`src/rtl/uart_pkg.sv`:
```
// uart_pkg: shared constants and transmitter state encoding for the UART path
package uart_pkg;
  localparam int PARITY_NONE = 0;
  localparam int PARITY_EVEN = 1;
  localparam int PARITY_ODD = 2;
  localparam int DEFAULT_CLKS_PER_BIT = 217;
  typedef enum logic [2:0] {IDLE, START, DATA, PARITY, STOP} tx_state_e;
endpackage

```
`src/rtl/uart_sync_fifo.sv`:
```
// uart_sync_fifo: single-clock FIFO with a registered occupancy count
module uart_sync_fifo #(
  parameter int WIDTH = 8,
  parameter int DEPTH = 4
) (
  input  logic                   i_Clock,
  input  logic                   i_Rst_L,
  input  logic                   i_Push,
  input  logic                   i_Pop,
  input  logic [WIDTH-1:0]       i_Data,
  output logic [WIDTH-1:0]       o_Data,
  output logic [$clog2(DEPTH):0] o_Count,
  output logic                   o_Full,
  output logic                   o_Empty
);
  localparam int AW = $clog2(DEPTH);
  logic [WIDTH-1:0] mem_q [DEPTH];
  logic [WIDTH-1:0] mem_d [DEPTH];
  logic [AW-1:0] wr_ptr_q, wr_ptr_d, rd_ptr_q, rd_ptr_d;
  logic [AW:0] count_q, count_d;
  logic push_ok, pop_ok;
  assign o_Full = count_q == (AW+1)'(DEPTH);
  assign o_Empty = count_q == '0;
  assign o_Count = count_q;
  assign o_Data = mem_q[rd_ptr_q];
  assign push_ok = i_Push && !o_Full;
  assign pop_ok = i_Pop && !o_Empty;
  // Next storage, pointers and occupancy; a push into a full queue is ignored
  always_comb begin
    mem_d = mem_q;
    if (push_ok) mem_d[wr_ptr_q] = i_Data;
    wr_ptr_d = wr_ptr_q + AW'(push_ok);
    rd_ptr_d = rd_ptr_q + AW'(pop_ok);
    count_d = count_q + (AW+1)'(push_ok) - (AW+1)'(pop_ok);
  end
  // Storage is not reset; the count alone says which entries are valid
  always_ff @(posedge i_Clock) mem_q <= mem_d;
  // Pointers and count clear on reset, which empties the queue
  always_ff @(posedge i_Clock) begin
    if (!i_Rst_L) begin
      wr_ptr_q <= '0;
      rd_ptr_q <= '0;
      count_q <= '0;
    end else begin
      wr_ptr_q <= wr_ptr_d;
      rd_ptr_q <= rd_ptr_d;
      count_q <= count_d;
    end
  end
endmodule

```
`src/rtl/uart_tx_fifo.sv`:
```
// uart_tx_fifo: queued UART transmitter with configurable width, parity and stop bits
module uart_tx_fifo
  import uart_pkg::*;
#(
  parameter int CLKS_PER_BIT = DEFAULT_CLKS_PER_BIT,
  parameter int DATA_BITS = 8,
  parameter int PARITY_MODE = PARITY_NONE,
  parameter int STOP_BITS = 1,
  parameter int FIFO_DEPTH = 4
) (
  input  logic                        i_Clock,
  input  logic                        i_Rst_L,
  input  logic                        i_TX_DV,
  input  logic [DATA_BITS-1:0]        i_TX_Byte,
  output logic                        o_TX_Ready,
  output logic                        o_Overflow,
  output logic [$clog2(FIFO_DEPTH):0] o_FIFO_Count,
  output logic                        o_TX_Active,
  output logic                        o_TX_Serial,
  output logic                        o_TX_Done
);
  localparam int CW = $clog2(CLKS_PER_BIT * 2);
  localparam int BW = $clog2(DATA_BITS);
  localparam logic [CW-1:0] BIT_END = CW'(CLKS_PER_BIT - 1);
  localparam logic [CW-1:0] STOP_END = CW'(STOP_BITS * CLKS_PER_BIT - 1);
  localparam logic [BW-1:0] BIT_LAST = BW'(DATA_BITS - 1);
  localparam logic HAS_PARITY = PARITY_MODE != PARITY_NONE;
  localparam logic ODD_FLIP = PARITY_MODE == PARITY_ODD;
  tx_state_e state_q, state_d;
  logic [CW-1:0] clk_cnt_q, clk_cnt_d;
  logic [BW-1:0] bit_cnt_q, bit_cnt_d;
  logic [DATA_BITS-1:0] shift_q, shift_d;
  logic parity_q, parity_d;
  logic serial_q, serial_d;
  logic active_q, active_d;
  logic done_q, done_d;
  logic overflow_q, overflow_d;
  logic fifo_pop, fifo_full, fifo_empty, bit_end;
  logic [DATA_BITS-1:0] fifo_data;
  uart_sync_fifo #(
    .WIDTH(DATA_BITS),
    .DEPTH(FIFO_DEPTH)
  ) u_fifo (
    .i_Clock(i_Clock),
    .i_Rst_L(i_Rst_L),
    .i_Push (i_TX_DV),
    .i_Pop  (fifo_pop),
    .i_Data (i_TX_Byte),
    .o_Data (fifo_data),
    .o_Count(o_FIFO_Count),
    .o_Full (fifo_full),
    .o_Empty(fifo_empty)
  );
  assign bit_end = clk_cnt_q == BIT_END;
  assign o_TX_Ready = !fifo_full;
  assign o_TX_Serial = serial_q;
  assign o_TX_Active = active_q;
  assign o_TX_Done = done_q;
  assign o_Overflow = overflow_q;
  // Frame sequencing; line outputs are registered copies of the current state
  always_comb begin
    state_d = state_q;
    clk_cnt_d = clk_cnt_q + 1'b1;
    bit_cnt_d = bit_cnt_q;
    shift_d = shift_q;
    parity_d = parity_q;
    fifo_pop = 1'b0;
    case (state_q)
      IDLE: begin
        clk_cnt_d = '0;
        if (!fifo_empty) begin
          fifo_pop = 1'b1;
          shift_d = fifo_data;
          parity_d = 1'b0;
          state_d = START;
        end
      end
      START: begin
        if (bit_end) begin
          clk_cnt_d = '0;
          state_d = DATA;
        end
      end
      DATA: begin
        if (bit_end) begin
          clk_cnt_d = '0;
          shift_d = shift_q >> 1;
          parity_d = parity_q ^ shift_q[0];
          bit_cnt_d = bit_cnt_q + 1'b1;
          if (bit_cnt_q == BIT_LAST) begin
            bit_cnt_d = '0;
            state_d = HAS_PARITY ? PARITY : STOP;
          end
        end
      end
      PARITY: begin
        if (bit_end) begin
          clk_cnt_d = '0;
          state_d = STOP;
        end
      end
      STOP: begin
        if (clk_cnt_q == STOP_END) begin
          clk_cnt_d = '0;
          state_d = IDLE;
        end
      end
      default: state_d = IDLE;
    endcase
    serial_d = state_q == START ? 1'b0 :
               state_q == DATA ? shift_q[0] :
               state_q == PARITY ? parity_q ^ ODD_FLIP : 1'b1;
    active_d = state_q != IDLE;
    done_d = state_q == STOP && clk_cnt_q == STOP_END;
    overflow_d = i_TX_DV && fifo_full;
  end
  // State and output registers; reset aborts any frame and idles the line high
  always_ff @(posedge i_Clock) begin
    if (!i_Rst_L) begin
      state_q <= IDLE;
      clk_cnt_q <= '0;
      bit_cnt_q <= '0;
      shift_q <= '0;
      parity_q <= 1'b0;
      serial_q <= 1'b1;
      active_q <= 1'b0;
      done_q <= 1'b0;
      overflow_q <= 1'b0;
    end else begin
      state_q <= state_d;
      clk_cnt_q <= clk_cnt_d;
      bit_cnt_q <= bit_cnt_d;
      shift_q <= shift_d;
      parity_q <= parity_d;
      serial_q <= serial_d;
      active_q <= active_d;
      done_q <= done_d;
      overflow_q <= overflow_d;
    end
  end
endmodule

```
`config.mk`:
```
export PLATFORM = sky130hd
export DESIGN_NAME = uart_tx_fifo
export DESIGN_NICKNAME = d
export VERILOG_FILES = /design/src/rtl/uart_pkg.sv /design/src/rtl/uart_sync_fifo.sv /design/src/rtl/uart_tx_fifo.sv
export SDC_FILE = /design/constraint.sdc
export NUM_CORES = 1
export LEC_CHECK = 0
export BUFFER_PORTS_ARGS = -buffer_cell sky130_fd_sc_hd__buf_4
export CAP_MARGIN = 20
export CORE_MARGIN = 1.5
export CORE_UTILIZATION = 45
export CTS_CLUSTER_SIZE = 24
export DETAILED_ROUTE_END_ITERATION = 10
export PLACE_DENSITY = 0.58
export REMOVE_ABC_BUFFERS = 1
export SLEW_MARGIN = 20
export SYNTH_ARGS = -nofsm -noshare
export SYNTH_HDL_FRONTEND = slang
export SYNTH_SLANG_ARGS = --single-unit
```
`constraint.sdc`:
```
create_clock -name i_Clock -period 7.2 [get_ports i_Clock]
set_clock_uncertainty 0.05 [all_clocks]
set_input_delay 1.44 -clock i_Clock [delete_from_list [all_inputs] [get_ports i_Clock]]
set_output_delay 1.44 -clock i_Clock [all_outputs]
set_load 0.05 [all_outputs]
```
### Word-level counts from Yosys, hierarchy flattened

Cells that the tools add are included.

| storage, ports and cells | value |
|---|---|
| logic and storage cells | 83 |
| input port bits | 11 |
| output and inout port bits | 8 |
| register bits after elaboration | 67 |

| operators by class | value |
|---|---|
| reductions and logical operators | 15 |
| $lt $le $gt $ge | 3 |
| bitwise operators | 3 |
| multiplexer cells | 27 |
| $add $sub $neg | 6 |
| eq/ne operators | 13 |

Operators by type and width:

| kind | count |
|---|---|
| $mux 8 | 5 |
| $bwmux 32 | 1 |
| $mux 3 | 7 |
| $pmux 9 s2 | 1 |
| $bmux 8 s2 | 1 |
| $demux 8 s2 | 1 |
| $pmux 8 s2 | 1 |
| $pmux 3 s5 | 1 |
| $ne 2x2->1 const B | 6 |
| $add 9x1->9 const B | 1 |
| $eq 3x3->1 const B | 3 |
| $eq 9x8->1 const B | 1 |
| $mux 9 | 1 |
| $mux 1 | 7 |
| $eq 3x2->1 const B | 2 |
| $ge 3x3->1 const B | 2 |
| $logic_not 3->1 | 2 |
| $not 2->3 | 2 |
| $reduce_and 6->1 | 1 |
| $logic_and 1x1->1 | 5 |
| $add 2x1->2 | 2 |
| $reduce_or 4->1 | 1 |
| $add 3x1->3 | 1 |
| $add 3x1->3 const B | 1 |
| other kinds (10) | 11 |

### Depth between registers and ports, before layout

| depth | value |
|---|---|
| word-level depth | 6 |
| mapped depth | 11 |
| depth with buffers taken out | 10 |

### Hierarchy

A second synthesis with hierarchy kept.

| unflattened totals | value |
|---|---|
| cell total of the unflattened synthesis | 213 |
| area total of the unflattened synthesis | 2852.7 sq um |

By module, submodules not included:

| module | sequential area each (sq um) | area each (sq um) | cells each | times used |
|---|---|---|---|---|
| uart_sync_fifo | 1101.1 | 1516.5 | 77 | 1 |
| uart_tx_fifo | 560.5 | 1336.3 | 136 | 1 |

### Worst setup path before layout

OpenSTA, ideal clock, no wires.

| timing | value |
|---|---|
| path kind | in2reg |
| start point | input port i_TX_DV |
| end point | register u_fifo.mem_q[24] in the netlist's numbering, enable pin |
| slack | 4.343 ns |
| data required time | 6.765 ns |
| setup time | 0.385 ns |
| path buffers | 0 |
| stages | 2 |
| arrival | 2.421 ns |
| path through | nor2b_1 > nor3b_1 |

| between the ends | value |
|---|---|
| word-level cells in the longest chain between the ends | 1 |

RTL lines:

| what | RTL line | RTL |
|---|---|---|
| from (decl) | uart_tx_fifo.sv:13 | `input logic i_TX_DV,` |
| $logic_and 1x1->1 | uart_sync_fifo.sv:26 | `assign push_ok = i_Push && !o_Full;` |
| to (signal assigned) | uart_sync_fifo.sv:37 | `always_ff @(posedge i_Clock) mem_q <= mem_d;` |
| to (decl) | uart_sync_fifo.sv:17 | `logic [WIDTH-1:0] mem_q [DEPTH];` |

No other way between the ends.
A chain may end at the register's enable or synchronous reset.

### Worst setup path in the final report

| timing | value |
|---|---|
| start point | register state_q[0] |
| end point | register u_fifo.count_q[2], in the netlist u_fifo.o_Count[2] |

| between the ends | value |
|---|---|
| word-level cells in the longest chain between the ends | 4 |

RTL lines:

| what | RTL line | RTL |
|---|---|---|
| from (decl) | uart_tx_fifo.sv:29 | `tx_state_e state_q, state_d;` |
| from (signal assigned) | uart_tx_fifo.sv:130 | `state_q <= state_d;` |
| $logic_not 3->1 | uart_tx_fifo.sv:68 | `case (state_q)` |
| $mux 1 | uart_tx_fifo.sv:68 |  |
| $logic_and 1x1->1 | uart_sync_fifo.sv:27 | `assign pop_ok = i_Pop && !o_Empty;` |
| $sub 3x1->3 | uart_sync_fifo.sv:34 | `count_d = count_q + (AW+1)'(push_ok) - (AW+1)'(pop_ok);` |
| to (signal assigned) | uart_sync_fifo.sv:47 | `count_q <= count_d;` |
| to (decl) | uart_sync_fifo.sv:20 | `logic [AW:0] count_q, count_d;` |

No other way between the ends.

==> impl.org <==
** Floorplan
- I/O Pins :: 19
- After floorplanning, the core was divided into 28 placement rows.
- Horizontal die dimension :: between 80 and 90 µm
- The die is approximately 81 µm tall.
- The region available for standard cell placement spans between 5000 and 6000 µm².
- Area of the die :: 6540 µm²
- Initial standard-cell utilization of the core :: 46.3%

** Power
- Across the VDD grid, the largest voltage drop is about 0.17 mV.
- Switching Power :: roughly 0.34 mW
- In this run, the clock network consumes a little over a quarter of the power.
- Net switching is 30.8% of the power.
- Cell internal power was estimated by the tool at around 0.76 mW.
- In this run the power density over the cells is ~350 nW/µm².
- Static Leak :: roughly 1.1 nW
- Comb power frac :: 26.2%
- Overall power consumption after layout is estimated at 1.09 mW.
- Registers are responsible for about 47% of the overall power.

** Logic synthesis
- Number of distinct standard cells referenced by the synthesized netlist :: 42
- Counting flops and latches in the post-synthesis netlist gives 67.
- Top_reg_cell synth :: sky130_fd_sc_hd__dfxtp_1
- The synthesized netlist devotes roughly 4.4% of its cell area to adder and majority cells.
- Cell count after synthesis :: 213
- Mean cell area of the mapped netlist :: between 10 and 15 µm²
- By area, the combinational part of the netlist is dominated by simple AND/OR/NAND/NOR gates.
- Summing every instance area after synthesis gives around 2700 µm².
- Ranked by total cell area, the synthesized netlist is headed by sky130_fd_sc_hd__edfxtp_1 (35%), sky130_fd_sc_hd__dfxtp_1 (26%), sky130_fd_sc_hd__mux4_2 (6.6%).
- Multiplexer share of the synthesized area :: under 10%
- Top-area cell type share of the netlist area :: between 30% and 40%
- After synthesis, flip-flops and latches occupy between 60 and 70% of the total area.
- Fraction of the mapped netlist area in simple logic gates :: between 10 and 15%
- The Yosys step of the flow raised 0 warnings.
- Async S/R FF share, synth :: 0%
- After Yosys synthesis, XOR and XNOR cells account for roughly 3.5% of the synthesized area.
- Synthesized-area fraction occupied by ao, oa, aoi and oai cells :: around 7.0%
- The synthesized design spends more area on one cell type than any other, namely sky130_fd_sc_hd__edfxtp_1.
- The synthesized design contains 32 enable-type register cells.

** Timing
- In the final timing run, aggregate negative setup slack is 0 ps.
- For the pin with the worst max-slew slack, the measured transition is roughly 990 ps.
- Final count of hold timing violations :: 0
- Setup repair after global routing left no endpoint under its margin.
- Number of failing setup endpoints in the final timing report :: 0
- After layout, the minimum clock period comes to about 2800 ps.
- The final count of pins violating max slew came to 0.
- Measured against its own limit, the worst slew margin works out to around a third.
- The worst path uses 38.9% of the clock period.
- Based on the critical path, the design can be clocked at up to approximately 360 MHz.

** Layout
- Fin nets :: 254
- In the final layout, the share of cells above drive strength 1 is 20.9%.
- Commonest non-fill, non-tap cell in the layout :: sky130_fd_sc_hd__dfxtp_1
- Number of antenna cells inserted :: 0
- The library cells used most frequently in the layout, excluding fill and tap cells, are sky130_fd_sc_hd__dfxtp_1 (35), sky130_fd_sc_hd__edfxtp_1 (32), sky130_fd_sc_hd__nor2_1 (23).
- Relative to the synthesized area, the layout overhead comes to 14.3%.

** Global routing
- The number of global-route vias before repair is about 1700.
- For this run the aggregate overflow at the end of global routing stands at 0.
- The first global-routing pass estimated ~7800 µm of wire.
- The number of antenna violations at the first check in global routing came to 0.
- Largest net degree at the start of global routing :: 28
- For this run, the total global-route usage over all layers was measured as ~16%.

** Min path
- The path with the worst hold slack has its endpoint at clk_cnt_q[0].
- In this run the most critical hold path is launched from clk_cnt_q[0].
- Hold/Removal Path Class :: reg2reg
- Along the worst hold path, the cell count comes to 1.

** Clock tree
- In this run the post-CTS setup repair buffer count came out at 0.
- CTS clock-pin slew for the worst setup and hold paths :: 70 ps
- In this run, post-CTS hold repair placed 0 buffers.
- H-tree levels :: 3
- The clock net in this run drives a total of 67 sinks.
- No sink is reached through more buffers than the 2 on the longest clock path.
- Clock latency on the worst-skew pair, taken at its later pin, is around 320 ps.
- Clock buffer count from CTS :: 9
- Clk root buf :: sky130_fd_sc_hd__clkbuf_8
- TritonCTS built the clock tree.
- Post-CTS sizing :: 0

** Critical path
- Startpoint class of the critical path :: register
- Worst reg-to-reg path cell count :: 11
- WP data arrival :: around 3000 ps
- Of all nets on the critical path, the largest fanout is 12.
- Endpoint of the worst register-to-register path :: u_fifo.o_Count[2]
- The worst setup path is captured at a register.
- The startpoint identified for the worst register-to-register timing path is state_q[0].
- The worst register-to-register path has a setup slack of roughly 4400 ps.
- Worst Path Class, Setup :: reg2reg
- At the worst endpoint, the required time is ~7400 ps.

** Flow run
- Total of max-cap violations :: 0

** Run status
- Status :: completed

** Drt
- Detailed Routing Iterations Pass 1 :: 4
- After detailed routing, the met2 layer carries around 2500 µm of wire.
- The highest metal layer carrying signal wires in the routed design is met4.
- Antenna violation net count after detailed routing :: 0
- The first routing iteration left 62 violations.
- The detailed router placed ~1600 vias in this run.
- DRT met1 WL :: 1980 µm
- Wire per inst :: around 15 µm
- Remaining routing DRC violations :: 0
- Met3 wire length :: between 90 and 100 µm
- Using the TritonRoute via totals, the vias-per-cell ratio works out to a little over 5.
- WL final :: between 4000 and 5000 µm

** Place
- Placer congestion estimate :: between 0.7 and 0.8
- Post-detail-place hpwl :: about 3200 µm
- Input/output buffers :: 18
[worst max path at each step]
stage | start | endpoint | slack [ps] | depth (start not counted)
CTS | state_q[0] | u_fifo.o_Count[2] | 4360 | 11
global route | state_q[0] | u_fifo.o_Count[2] | 4170 | 11
floorplan | u_fifo.o_Count[1] | u_fifo.o_Count[2] | 3790 | 9
finish | state_q[0] | u_fifo.o_Count[2] | 4400 | 11
global placement | i_TX_DV | u_fifo.mem_q[28] | 3900 | 3
detailed placement | i_TX_DV | u_fifo.mem_q[19] | 4130 | 4
[cell type report]
class,instances,area [µm²]
clock inverters,6,55.1
inverters,11,41.3
fillers,513,2770
clock buffers,10,138
multi-input cells,126,986
well taps,75,93.8
repair buffers,19,143
flip-flops and latches,67,1660
[per-stage QoR]
| step | utilization [%] | area (µm²) | hold WS, ps | cells | setup slack, ps |
|---|---|---|---|---|---|
| 6_report | 53.0 | 3120 | 420 | 314 | 4400 |
| 3_5_place_dp | 49.7 | 2930 | 412 | 298 | 4130 |
| 3_3_place_gp | 49.6 | 2920 | 396 | 298 | 3900 |
| 4_1_cts | 53.0 | 3120 | 427 | 314 | 4360 |
| 2_1_floorplan | - | 2680 | 380 | 204 | 3790 |
| 5_1_grt | 53.0 | 3120 | 461 | 314 | 4170 |
[layer usage]
metal | track usage, % | vias up
li1 | - | 810
met3 | 3.37 | 4
met2 | 28.7 | 13
met1 | 18.7 | 788
met5 | 0 | -
met4 | 8.28 | 0
[critical path: stages (launching register included)]
cell                       delay (ps)
sky130_fd_sc_hd__dfxtp_1          470
sky130_fd_sc_hd__nor3_1           130
sky130_fd_sc_hd__o31ai_1           80
sky130_fd_sc_hd__buf_4            230
sky130_fd_sc_hd__clkinv_1         270
sky130_fd_sc_hd__ha_1             380
sky130_fd_sc_hd__inv_1             40
sky130_fd_sc_hd__ha_1             210
sky130_fd_sc_hd__fa_1             390
sky130_fd_sc_hd__xnor2_1          200
sky130_fd_sc_hd__xnor2_1           90
sky130_fd_sc_hd__and2_1           150
[synthesized netlist by cell type (2+ instances only)]
master,number
sky130_fd_sc_hd__and2_1,7
sky130_fd_sc_hd__ha_1,8
sky130_fd_sc_hd__nor2b_1,4
sky130_fd_sc_hd__edfxtp_1,32
sky130_fd_sc_hd__nor2_1,23
sky130_fd_sc_hd__buf_2,2
sky130_fd_sc_hd__xor2_1,4
sky130_fd_sc_hd__o221ai_1,7
sky130_fd_sc_hd__a21boi_0,3
sky130_fd_sc_hd__and3_1,3
sky130_fd_sc_hd__xnor2_1,7
sky130_fd_sc_hd__nor3b_1,3
sky130_fd_sc_hd__dfxtp_1,35
sky130_fd_sc_hd__mux4_2,8
sky130_fd_sc_hd__a21boi_1,2
sky130_fd_sc_hd__clkbuf_1,6
sky130_fd_sc_hd__nor3_1,9
sky130_fd_sc_hd__nand2_1,11
sky130_fd_sc_hd__a31oi_1,3
sky130_fd_sc_hd__inv_1,10
sky130_fd_sc_hd__nand3_1,5
[power by group through the flow]
stage	Clock, mW	Sequential [mW]	Combinational [mW]
2_1_floorplan	0	0.538	0.184
3_3_place_gp	0	0.516	0.276
3_5_place_dp	0	0.521	0.291
4_1_cts	0.305	0.513	0.292
5_1_grt	0.324	0.520	0.321
6_report	0.295	0.512	0.287
[cell families after synthesis]
family          after synthesis
flops                        67
xor+xnor                     11
compound gates               23
simple gates                 75
fa+ha+maj                     9
mux                           8
buf+inv                      20
[sequential cells by signal, summed over array words and instances, names as in the netlist]
register and flops:
shift_q 8, bit_cnt_q 3, o_TX_Done 1, o_TX_Active 1
u_fifo.mem_q 32, o_TX_Serial 1, u_fifo.o_Count 3, u_fifo.wr_ptr_q 2
u_fifo.rd_ptr_q 2, o_Overflow 1, clk_cnt_q 9, parity_q 1
state_q 3
Note: power is estimated with default switching activity, not from simulation.
